File: src/rtl/hand_display_mux.sv
// hand_display_mux
// Time-multiplexed seven-segment driver for a binary hand total.
// A load strobe captures the total. A serial double-dabble converter then
// produces BCD at one bit per clock. The digits are scanned one slot per
// REFRESH_DIV clocks, with leading-zero blanking and a dash pattern on
// overflow.
//
// Optional feature macro: HAND_BUST_BLINK_EN.
// When it is defined, totals above BUST_LIMIT blink. The toggle period is
// 64 full scan cycles.
//
// Ports:
//   clk    in   system clock, rising edge
//   rst_n  in   synchronous active-low reset
//   value  in   VAL_W-bit unsigned total, sampled on an accepted load
//   load   in   one-cycle conversion request (ignored while busy)
//   busy   out  high while a conversion is in progress
//   seg    out  segments, active-low, seg[0]=a .. seg[6]=g
//   an     out  digit enables, active-low, an[0] = least-significant digit
module hand_display_mux #(
  parameter int DIGITS      = 2,
  parameter int VAL_W       = 5,
  parameter int REFRESH_DIV = 50000,
  parameter int BUST_LIMIT  = 21
) (
  input  logic              clk,
  input  logic              rst_n,
  input  logic [VAL_W-1:0]  value,
  input  logic              load,
  output logic              busy,
  output logic [6:0]        seg,
  output logic [DIGITS-1:0] an
);

  localparam int BCD_W = 4 * DIGITS;
  localparam int SR_W  = VAL_W + BCD_W;
  localparam int CW    = $clog2(VAL_W + 1);
  localparam int RW    = (REFRESH_DIV > 1) ? $clog2(REFRESH_DIV) : 1;
  localparam int IW    = (DIGITS > 1) ? $clog2(DIGITS) : 1;

  function automatic logic [31:0] pow10(input int n);
    logic [31:0] p;
    p = 32'd1;
    for (int i = 0; i < n; i++) begin
      p = p * 32'd10;
    end
    return p;
  endfunction

  localparam logic [31:0] MAX_VAL = pow10(DIGITS) - 32'd1;

  // Segment vectors are {g,f,e,d,c,b,a}. Each one is the a..g pattern bit-reversed.
  localparam logic [6:0] SEG_BLANK = 7'b1111111;
  localparam logic [6:0] SEG_DASH  = 7'b0111111;

  function automatic logic [6:0] seg_encode(input logic [3:0] d);
    logic [6:0] c;
    case (d)
      4'd0:    c = 7'b1000000;
      4'd1:    c = 7'b1111001;
      4'd2:    c = 7'b0100100;
      4'd3:    c = 7'b0110000;
      4'd4:    c = 7'b0011001;
      4'd5:    c = 7'b0010010;
      4'd6:    c = 7'b0000010;
      4'd7:    c = 7'b1111000;
      4'd8:    c = 7'b0000000;
      4'd9:    c = 7'b0011000;
      default: c = SEG_DASH;
    endcase
    return c;
  endfunction

  // One double-dabble step: add 3 to each BCD nibble >= 5, then shift left.
  function automatic logic [SR_W-1:0] dabble_step(input logic [SR_W-1:0] sr);
    logic [SR_W-1:0] t;
    t = sr;
    for (int k = 0; k < DIGITS; k++) begin
      if (t[VAL_W+4*k +: 4] >= 4'd5) begin
        t[VAL_W+4*k +: 4] = t[VAL_W+4*k +: 4] + 4'd3;
      end else begin
        t[VAL_W+4*k +: 4] = t[VAL_W+4*k +: 4];
      end
    end
    return {t[SR_W-2:0], 1'b0};
  endfunction

  typedef enum logic [0:0] {ST_IDLE = 1'b0, ST_SHIFT = 1'b1} state_t;

  state_t            state_q, state_d;
  logic [SR_W-1:0]   sr_q, sr_d;
  logic [CW-1:0]     cnt_q, cnt_d;
  logic              ovf_pend_q, ovf_pend_d;
  logic [BCD_W-1:0]  disp_q, disp_d;
  logic              disp_ovf_q, disp_ovf_d;
  logic              busy_q;
  logic [RW-1:0]     ref_q;
  logic [IW-1:0]     idx_q;
  logic [6:0]        seg_q;
  logic [DIGITS-1:0] an_q;
  logic [6:0]        dig_code_s [DIGITS];
  logic [6:0]        sel_code_s;
  logic [DIGITS-1:0] sel_an_s;
  logic              slot_wrap_s;
  logic              scan_end_s;

`ifdef HAND_BUST_BLINK_EN
  logic              bust_pend_q, bust_pend_d;
  logic              bust_q, bust_d;
  logic [5:0]        scan_cnt_q;
  logic              blink_q;
`else
  // BUST_LIMIT only matters when blinking is built in.
  localparam int unused_bust_limit = BUST_LIMIT;
`endif

  // Conversion FSM next-state logic. The display only updates on the final shift.
  always_comb begin
    state_d    = state_q;
    sr_d       = sr_q;
    cnt_d      = cnt_q;
    ovf_pend_d = ovf_pend_q;
    disp_d     = disp_q;
    disp_ovf_d = disp_ovf_q;
`ifdef HAND_BUST_BLINK_EN
    bust_pend_d = bust_pend_q;
    bust_d      = bust_q;
`endif
    case (state_q)
      ST_IDLE: begin
        if (load) begin
          sr_d       = {{BCD_W{1'b0}}, value};
          cnt_d      = CW'(VAL_W);
          ovf_pend_d = (32'(value) > MAX_VAL);
`ifdef HAND_BUST_BLINK_EN
          bust_pend_d = (32'(value) > 32'(BUST_LIMIT));
`endif
          state_d    = ST_SHIFT;
        end else begin
          state_d = ST_IDLE;
        end
      end
      ST_SHIFT: begin
        sr_d  = dabble_step(sr_q);
        cnt_d = cnt_q - CW'(1);
        if (cnt_q == CW'(1)) begin
          disp_d     = sr_d[SR_W-1 -: BCD_W];
          disp_ovf_d = ovf_pend_q;
`ifdef HAND_BUST_BLINK_EN
          bust_d     = bust_pend_q && !ovf_pend_q;
`endif
          state_d    = ST_IDLE;
        end else begin
          state_d = ST_SHIFT;
        end
      end
      default: begin
        state_d = ST_IDLE;
      end
    endcase
  end

  // Conversion FSM state and display registers.
  always_ff @(posedge clk) begin
    if (!rst_n) begin
      state_q    <= ST_IDLE;
      sr_q       <= '0;
      cnt_q      <= '0;
      ovf_pend_q <= 1'b0;
      disp_q     <= '0;
      disp_ovf_q <= 1'b0;
      busy_q     <= 1'b0;
`ifdef HAND_BUST_BLINK_EN
      bust_pend_q <= 1'b0;
      bust_q      <= 1'b0;
`endif
    end else begin
      state_q    <= state_d;
      sr_q       <= sr_d;
      cnt_q      <= cnt_d;
      ovf_pend_q <= ovf_pend_d;
      disp_q     <= disp_d;
      disp_ovf_q <= disp_ovf_d;
      busy_q     <= (state_d == ST_SHIFT);
`ifdef HAND_BUST_BLINK_EN
      bust_pend_q <= bust_pend_d;
      bust_q      <= bust_d;
`endif
    end
  end

  // Per-digit codes. Scan from the top digit downwards so that zeros above the
  // first nonzero digit are blanked. Digit 0 always shows a numeral.
  always_comb begin
    logic nz_above;
    logic [3:0] nib;
    nz_above = 1'b0;
    nib      = 4'd0;
    for (int i = DIGITS - 1; i >= 0; i--) begin
      nib = disp_q[4*i +: 4];
      if (disp_ovf_q) begin
        dig_code_s[i] = SEG_DASH;
      end else if ((i != 0) && !nz_above && (nib == 4'd0)) begin
        dig_code_s[i] = SEG_BLANK;
      end else begin
        dig_code_s[i] = seg_encode(nib);
      end
      if (nib != 4'd0) begin
        nz_above = 1'b1;
      end else begin
        nz_above = nz_above;
      end
    end
  end

  // Select the code and enable pattern for the current scan slot.
  always_comb begin
    sel_code_s = SEG_BLANK;
    for (int i = 0; i < DIGITS; i++) begin
      if (idx_q == IW'(i)) begin
        sel_code_s = dig_code_s[i];
      end else begin
        sel_code_s = sel_code_s;
      end
    end
    sel_an_s    = ~(DIGITS'(1'b1) << idx_q);
    slot_wrap_s = (ref_q == RW'(REFRESH_DIV - 1));
    scan_end_s  = slot_wrap_s && (idx_q == IW'(DIGITS - 1));
  end

  // Refresh counter, digit index and registered segment/enable outputs.
  // The slot that is latched on a wrap edge belongs to the index that was current before the advance.
  always_ff @(posedge clk) begin
    if (!rst_n) begin
      ref_q <= '0;
      idx_q <= '0;
      seg_q <= SEG_BLANK;
      an_q  <= '1;
    end else if (slot_wrap_s) begin
      ref_q <= '0;
      idx_q <= scan_end_s ? '0 : (idx_q + IW'(1));
      seg_q <= sel_code_s;
`ifdef HAND_BUST_BLINK_EN
      an_q  <= blink_q ? '1 : sel_an_s;
`else
      an_q  <= sel_an_s;
`endif
    end else begin
      ref_q <= ref_q + RW'(1);
    end
  end

`ifdef HAND_BUST_BLINK_EN
  // Blink toggle for bust totals. It flips after every 64 completed scan cycles.
  always_ff @(posedge clk) begin
    if (!rst_n) begin
      scan_cnt_q <= 6'd0;
      blink_q    <= 1'b0;
    end else if (!bust_q) begin
      scan_cnt_q <= 6'd0;
      blink_q    <= 1'b0;
    end else if (scan_end_s) begin
      scan_cnt_q <= scan_cnt_q + 6'd1;
      blink_q    <= (scan_cnt_q == 6'd63) ? ~blink_q : blink_q;
    end else begin
      scan_cnt_q <= scan_cnt_q;
      blink_q    <= blink_q;
    end
  end
`endif

  assign busy = busy_q;
  assign seg  = seg_q;
  assign an   = an_q;

endmodule

File: config.mk
export PLATFORM = sky130hd
export DESIGN_NAME = hand_display_mux
export DESIGN_NICKNAME = d
export VERILOG_FILES = /design/src/rtl/hand_display_mux.sv
export SDC_FILE = /design/constraint.sdc
export NUM_CORES = 1
export LEC_CHECK = 0
export ABC_AREA = 1
export CORE_MARGIN = 1.5
export CORE_UTILIZATION = 45
export DETAILED_ROUTE_END_ITERATION = 7
export HOLD_SLACK_MARGIN = 0.08
export PLACE_DENSITY = 0.71
export SLEW_MARGIN = 20
export SYNTH_ARGS = -nofsm -noshare
export SYNTH_HDL_FRONTEND = slang
export SYNTH_SLANG_ARGS = --single-unit
File: constraint.sdc
create_clock -name clk -period 1.8 [get_ports clk]
set_input_delay 0.54 -clock clk [delete_from_list [all_inputs] [get_ports clk]]
set_output_delay 0.54 -clock clk [all_outputs]
set_load 0.005 [all_outputs]
==> impl_table.tex <==
\begin{tabular}{lr}
\hline
Metric & Value \\
\hline
\multicolumn{2}{l}{\textbf{Setup path}} \\
\quad Startpoint type of the worst setup path & flip-flop \\
\quad Worst Path Required & 1.26 ns \\
\quad Worst setup path class & reg2out \\
\quad R2R Setup Slk & 0.09 ns \\
\quad List of cells traversed by the critical path & clkdlybuf4s50\_1 \\
\quad Worst path buffer plus inverter count & 1 \\
\quad Delay-heaviest family, CP & buffers and inverters \\
\quad Slowest library cell on the worst path & sky130\_fd\_sc\_hd\_\_clkdlybuf4s50\_1 \\
\quad Logic depth of the worst register-to-register path & 12 \\
\quad Worst endpoint data arrival time & between 1 and 1.5 ns \\
\quad Setup crit start & an[0] \\
\quad Critical register-to-register path startpoint & sr\_q[9] \\
\quad Type of destination of the critical path & primary output \\
\quad Biggest cell delay along the critical path & between 0.5 and 0.6 ns \\
\quad Worst Path Max Fanout & 2 \\
\multicolumn{2}{l}{\textbf{Routing}} \\
\quad Detailed-router iteration count before antenna repair & 4 \\
\quad Wire per inst & 12.63 µm \\
\quad Final routed DRC violation total & 0 \\
\quad Routed via count & 2979 \\
\quad Starting DRC count in detailed routing & between 100 and 150 \\
\quad Wirelength, routed & between 7000 and 8000 µm \\
\quad Residual antenna-violating net count after detailed routing & 0 \\
\quad Via-to-Cell Ratio & around 5 \\
\multicolumn{2}{l}{\textbf{Timing}} \\
\quad Clock skew after layout & roughly 0.010 ns \\
\quad Final Slew Violations & 0 \\
\quad Final critical path time including I/O delays and setup & 1.741 ns \\
\quad Summed negative setup slack over all endpoints & 0 ns \\
\quad Maximum frequency from static timing analysis & about 0.57 GHz \\
\quad Slew headroom & about two thirds \\
\quad Final hold vios & 0 \\
\quad Period Utilization, post-route & a little over nine tenths \\
\quad Final setup fails & 0 \\
\quad Fin worst setup slack & about 0.059 ns \\
\quad Setup repair after global routing missed its margin & true \\
\quad Least-Margin Pin Slew & approximately 0.49 ns \\
\quad Worst hold-check slack & 0.4710 ns \\
\multicolumn{2}{l}{\textbf{Yosys}} \\
\quad Number of warning messages in the yosys log & 0 \\
\quad Synthesized netlist cell count & $\sim$440 \\
\quad Synth Net Count & 460 \\
\quad Area share of the largest cell type after synthesis & 40.58\% \\
\quad Mean instance size in the synthesized netlist & $\sim$7.4 µm² \\
\quad Number of synthesized flops with an enable pin & 0 \\
\quad Most used flip-flop cell after synthesis & sky130\_fd\_sc\_hd\_\_dfxtp\_1 \\
\quad Sequential cell area fraction in the yosys report & roughly two fifths \\
\quad Cell types occupying the most area after synthesis & sky130\_fd\_sc\_hd\_\_dfxtp\_1 (41\%), sky130\_fd\_sc\_hd\_\_nand2\_1 (14\%), sky130\_fd\_sc\_hd\_\_inv\_1 (6.7\%), sky130\_fd\_sc\_hd\_\_ha\_1 (6.6\%), sky130\_fd\_sc\_hd\_\_nand3\_1 (6.6\%) \\
\quad Number of synthesized register bits & between 60 and 70 \\
\quad Share of synthesized registers carrying an async set or reset & 0\% \\
\quad Area leader, netlist & sky130\_fd\_sc\_hd\_\_dfxtp\_1 \\
\quad Post-Syn Area & 0.003207 mm² \\
\quad Unique masters post-synth & 34 \\
\multicolumn{2}{l}{\textbf{Global route}} \\
\quad Largest net degree at the start of global routing & 17 \\
\quad Wire length of the first global-routing pass & about 12000 µm \\
\quad Initial antenna violation count & 0 \\
\quad Via count of the first global-routing pass & about 2900 \\
\quad Global-route usage over all layers & about a fifth \\
\quad Total gr overflow & 0 \\
\multicolumn{2}{l}{\textbf{CTS}} \\
\quad Clock Root Buffer & sky130\_fd\_sc\_hd\_\_clkbuf\_8 \\
\quad Total CTS buffers & 9 \\
\quad CTS clock-pin slew for the worst setup and hold paths & 0.08 ns \\
\quad Number of buffers between clock root and the deepest sink & 2 \\
\quad Clock latency at the later pin of the worst-skew pair & between 0.3 and 0.4 ns \\
\quad Clock tree from TritonCTS & done \\
\quad TritonCTS sink count & 65 \\
\quad Clock H-tree levels & 3 \\
\multicolumn{2}{l}{\textbf{Finish}} \\
\quad Count of filler cells inserted in the layout & approximately 600 \\
\quad Cell Count, Final, Fillers Out & about 600 \\
\quad Antenna diode count & 0 \\
\quad Post-route cell area & 0.004297 mm² \\
\quad Fraction of final layout cells sized beyond drive strength 1 & 28.26\% \\
\quad Final Net Count & $\sim$530 \\
\quad Most frequent cells in the layout & sky130\_fd\_sc\_hd\_\_nand2\_1 (112), sky130\_fd\_sc\_hd\_\_dfxtp\_1 (56), sky130\_fd\_sc\_hd\_\_inv\_1 (45) \\
\quad Layout overhead on the synthesized area & 33.98\% \\
\quad Post-layout utilization of the core & between 60\% and 70\% \\
\quad Leading cell type in the layout, fill and taps excluded & sky130\_fd\_sc\_hd\_\_nand2\_1 \\
\multicolumn{2}{l}{\textbf{Die}} \\
\quad Number of I/O pins & 18 \\
\quad Initial Utilization & 46.94\% \\
\quad Total number of placement rows & 30 \\
\quad Chip Width & 87.42 µm \\
\quad Area of the die & approximately 0.0076 mm² \\
\quad Y dimension of the die & approximately 87 µm \\
\quad Area of the core region & 0.006832 mm² \\
\multicolumn{2}{l}{\textbf{Power and ir drop}} \\
\quad Worst IR drop on VDD & 0.4596 mV \\
\quad Power per cell area & roughly 800 mW/mm² \\
\quad Pleak & 1.932 nW \\
\quad Overall power after layout & 3.420 mW \\
\multicolumn{2}{l}{\textbf{Placement}} \\
\quad DP Area & 0.003707 mm² \\
\quad Number of placed instances with taps included & roughly 570 \\
\quad IO buf count & 17 \\
\quad Worst Setup Slack post-DPL & -0.2408 ns \\
\quad HPWL after DPL & approximately 5000 µm \\
\quad Routability-driven placement congestion ratio & about 0.88 \\
\multicolumn{2}{l}{\textbf{Min path}} \\
\quad Critical hold path startpoint & sr\_q[0] \\
\quad WHS Path Cells & 2 \\
\quad Hold WC Path Type & reg2reg \\
\quad Hold Crit Endpoint & sr\_q[0] \\
\multicolumn{2}{l}{\textbf{Flow run}} \\
\quad Number of max-capacitance violations reported & 0 \\
\multicolumn{2}{l}{\textbf{Run status}} \\
\quad Result of the run & completed \\
\hline
\end{tabular}
## what timing repair did
action                     in CTS  in global routing
cloned                          0                  1
setup endpoints to repair      12                 16
hold buffers                    0                  0
resized for setup              17                 59
pin swaps                       3                 16
setup buffers                   7                  6
## how the worst max path moves through the flow
stage	to	slack, ns	cells past startpoint
2_1_floorplan	dig_code_s[10]	0.02	13
3_3_place_gp	flip-flop	-0.20	9
3_5_place_dp	dig_code_s[10]	-0.24	8
4_1_cts	dig_code_s[10]	-0.000006	11
5_1_grt	flip-flop	-0.03	13
6_report	an[0]	0.06	1
## metal layers
| metal | vias to the layer above | share of wire [%] | global-route usage (%) |
|---|---|---|---|
| met5 | - | 0 | 0 |
| met4 | 0 | 1.7 | 9.091 |
| met3 | 13 | 3.4 | 5.687 |
| met2 | 47 | 49 | 33.92 |
| met1 | 1379 | 46 | 25.47 |
| li1 | 1540 | - | - |
## synth_stat cells (2+ instances only)
| master | number |
|---|---|
| sky130_fd_sc_hd__nor3_1 | 6 |
| sky130_fd_sc_hd__clkbuf_1 | 4 |
| sky130_fd_sc_hd__a21oi_2 | 2 |
| sky130_fd_sc_hd__nand4_1 | 11 |
| sky130_fd_sc_hd__nand2_1 | 122 |
| sky130_fd_sc_hd__inv_1 | 57 |
| sky130_fd_sc_hd__nand3_1 | 42 |
| sky130_fd_sc_hd__nor2_1 | 24 |
| sky130_fd_sc_hd__nand3_4 | 2 |
| sky130_fd_sc_hd__nand3_2 | 3 |
| sky130_fd_sc_hd__buf_4 | 3 |
| sky130_fd_sc_hd__nand2_4 | 3 |
| sky130_fd_sc_hd__ha_1 | 17 |
| sky130_fd_sc_hd__a21oi_1 | 24 |
| sky130_fd_sc_hd__or2_2 | 4 |
| sky130_fd_sc_hd__dfxtp_1 | 65 |
| sky130_fd_sc_hd__a22oi_1 | 4 |
| sky130_fd_sc_hd__inv_2 | 3 |
| sky130_fd_sc_hd__a31oi_1 | 7 |
| sky130_fd_sc_hd__xor2_1 | 3 |
| sky130_fd_sc_hd__o21ai_0 | 16 |
## cell type report
type / instances / area, µm² / share of cell area, %
inverter: 60 / 230.2 / 5.358
sequential: 65 / 1318 / 30.66
clock buffer: 10 / 137.6 / 3.203
timing repair buffer: 64 / 548.0 / 12.75
tap: 96 / 120.1 / 2.796
multi-input combinational: 301 / 1854 / 43.16
clock inverter: 6 / 88.84 / 2.068
## cell families (layout without fill, tap and decap cells)
| logic type | count (synthesis) | in the layout | synth area share [%] |
|---|---|---|---|
| compound gates | 56 | 56 | 10.03 |
| simple gates | 223 | 224 | 32.50 |
| buf+inv | 70 | 140 | 9.169 |
| fa+ha+maj | 17 | 17 | 6.633 |
| flops | 65 | 65 | 40.58 |
| xor+xnor | 4 | 4 | 1.093 |
## worst reg2reg max path: cells and delay by family (launching register included)
kind | cells | cell delay (ns)
adder cells (fa/ha/maj) | 2 | 0.45
buffers and inverters | 2 | 0.12
flip-flops | 1 | 0.37
AND/OR/NAND/NOR | 8 | 0.67
## report_power, final
| group | switching [mW] | leakage (nW) | internal, mW |
|---|---|---|---|
| registers | 0.0345 | 0.532 | 1.51 |
| logic | 0.258 | 1.29 | 0.202 |
| clock network | 0.598 | 0.109 | 0.819 |
No activity file was read; power rests on OpenSTA's default activity.
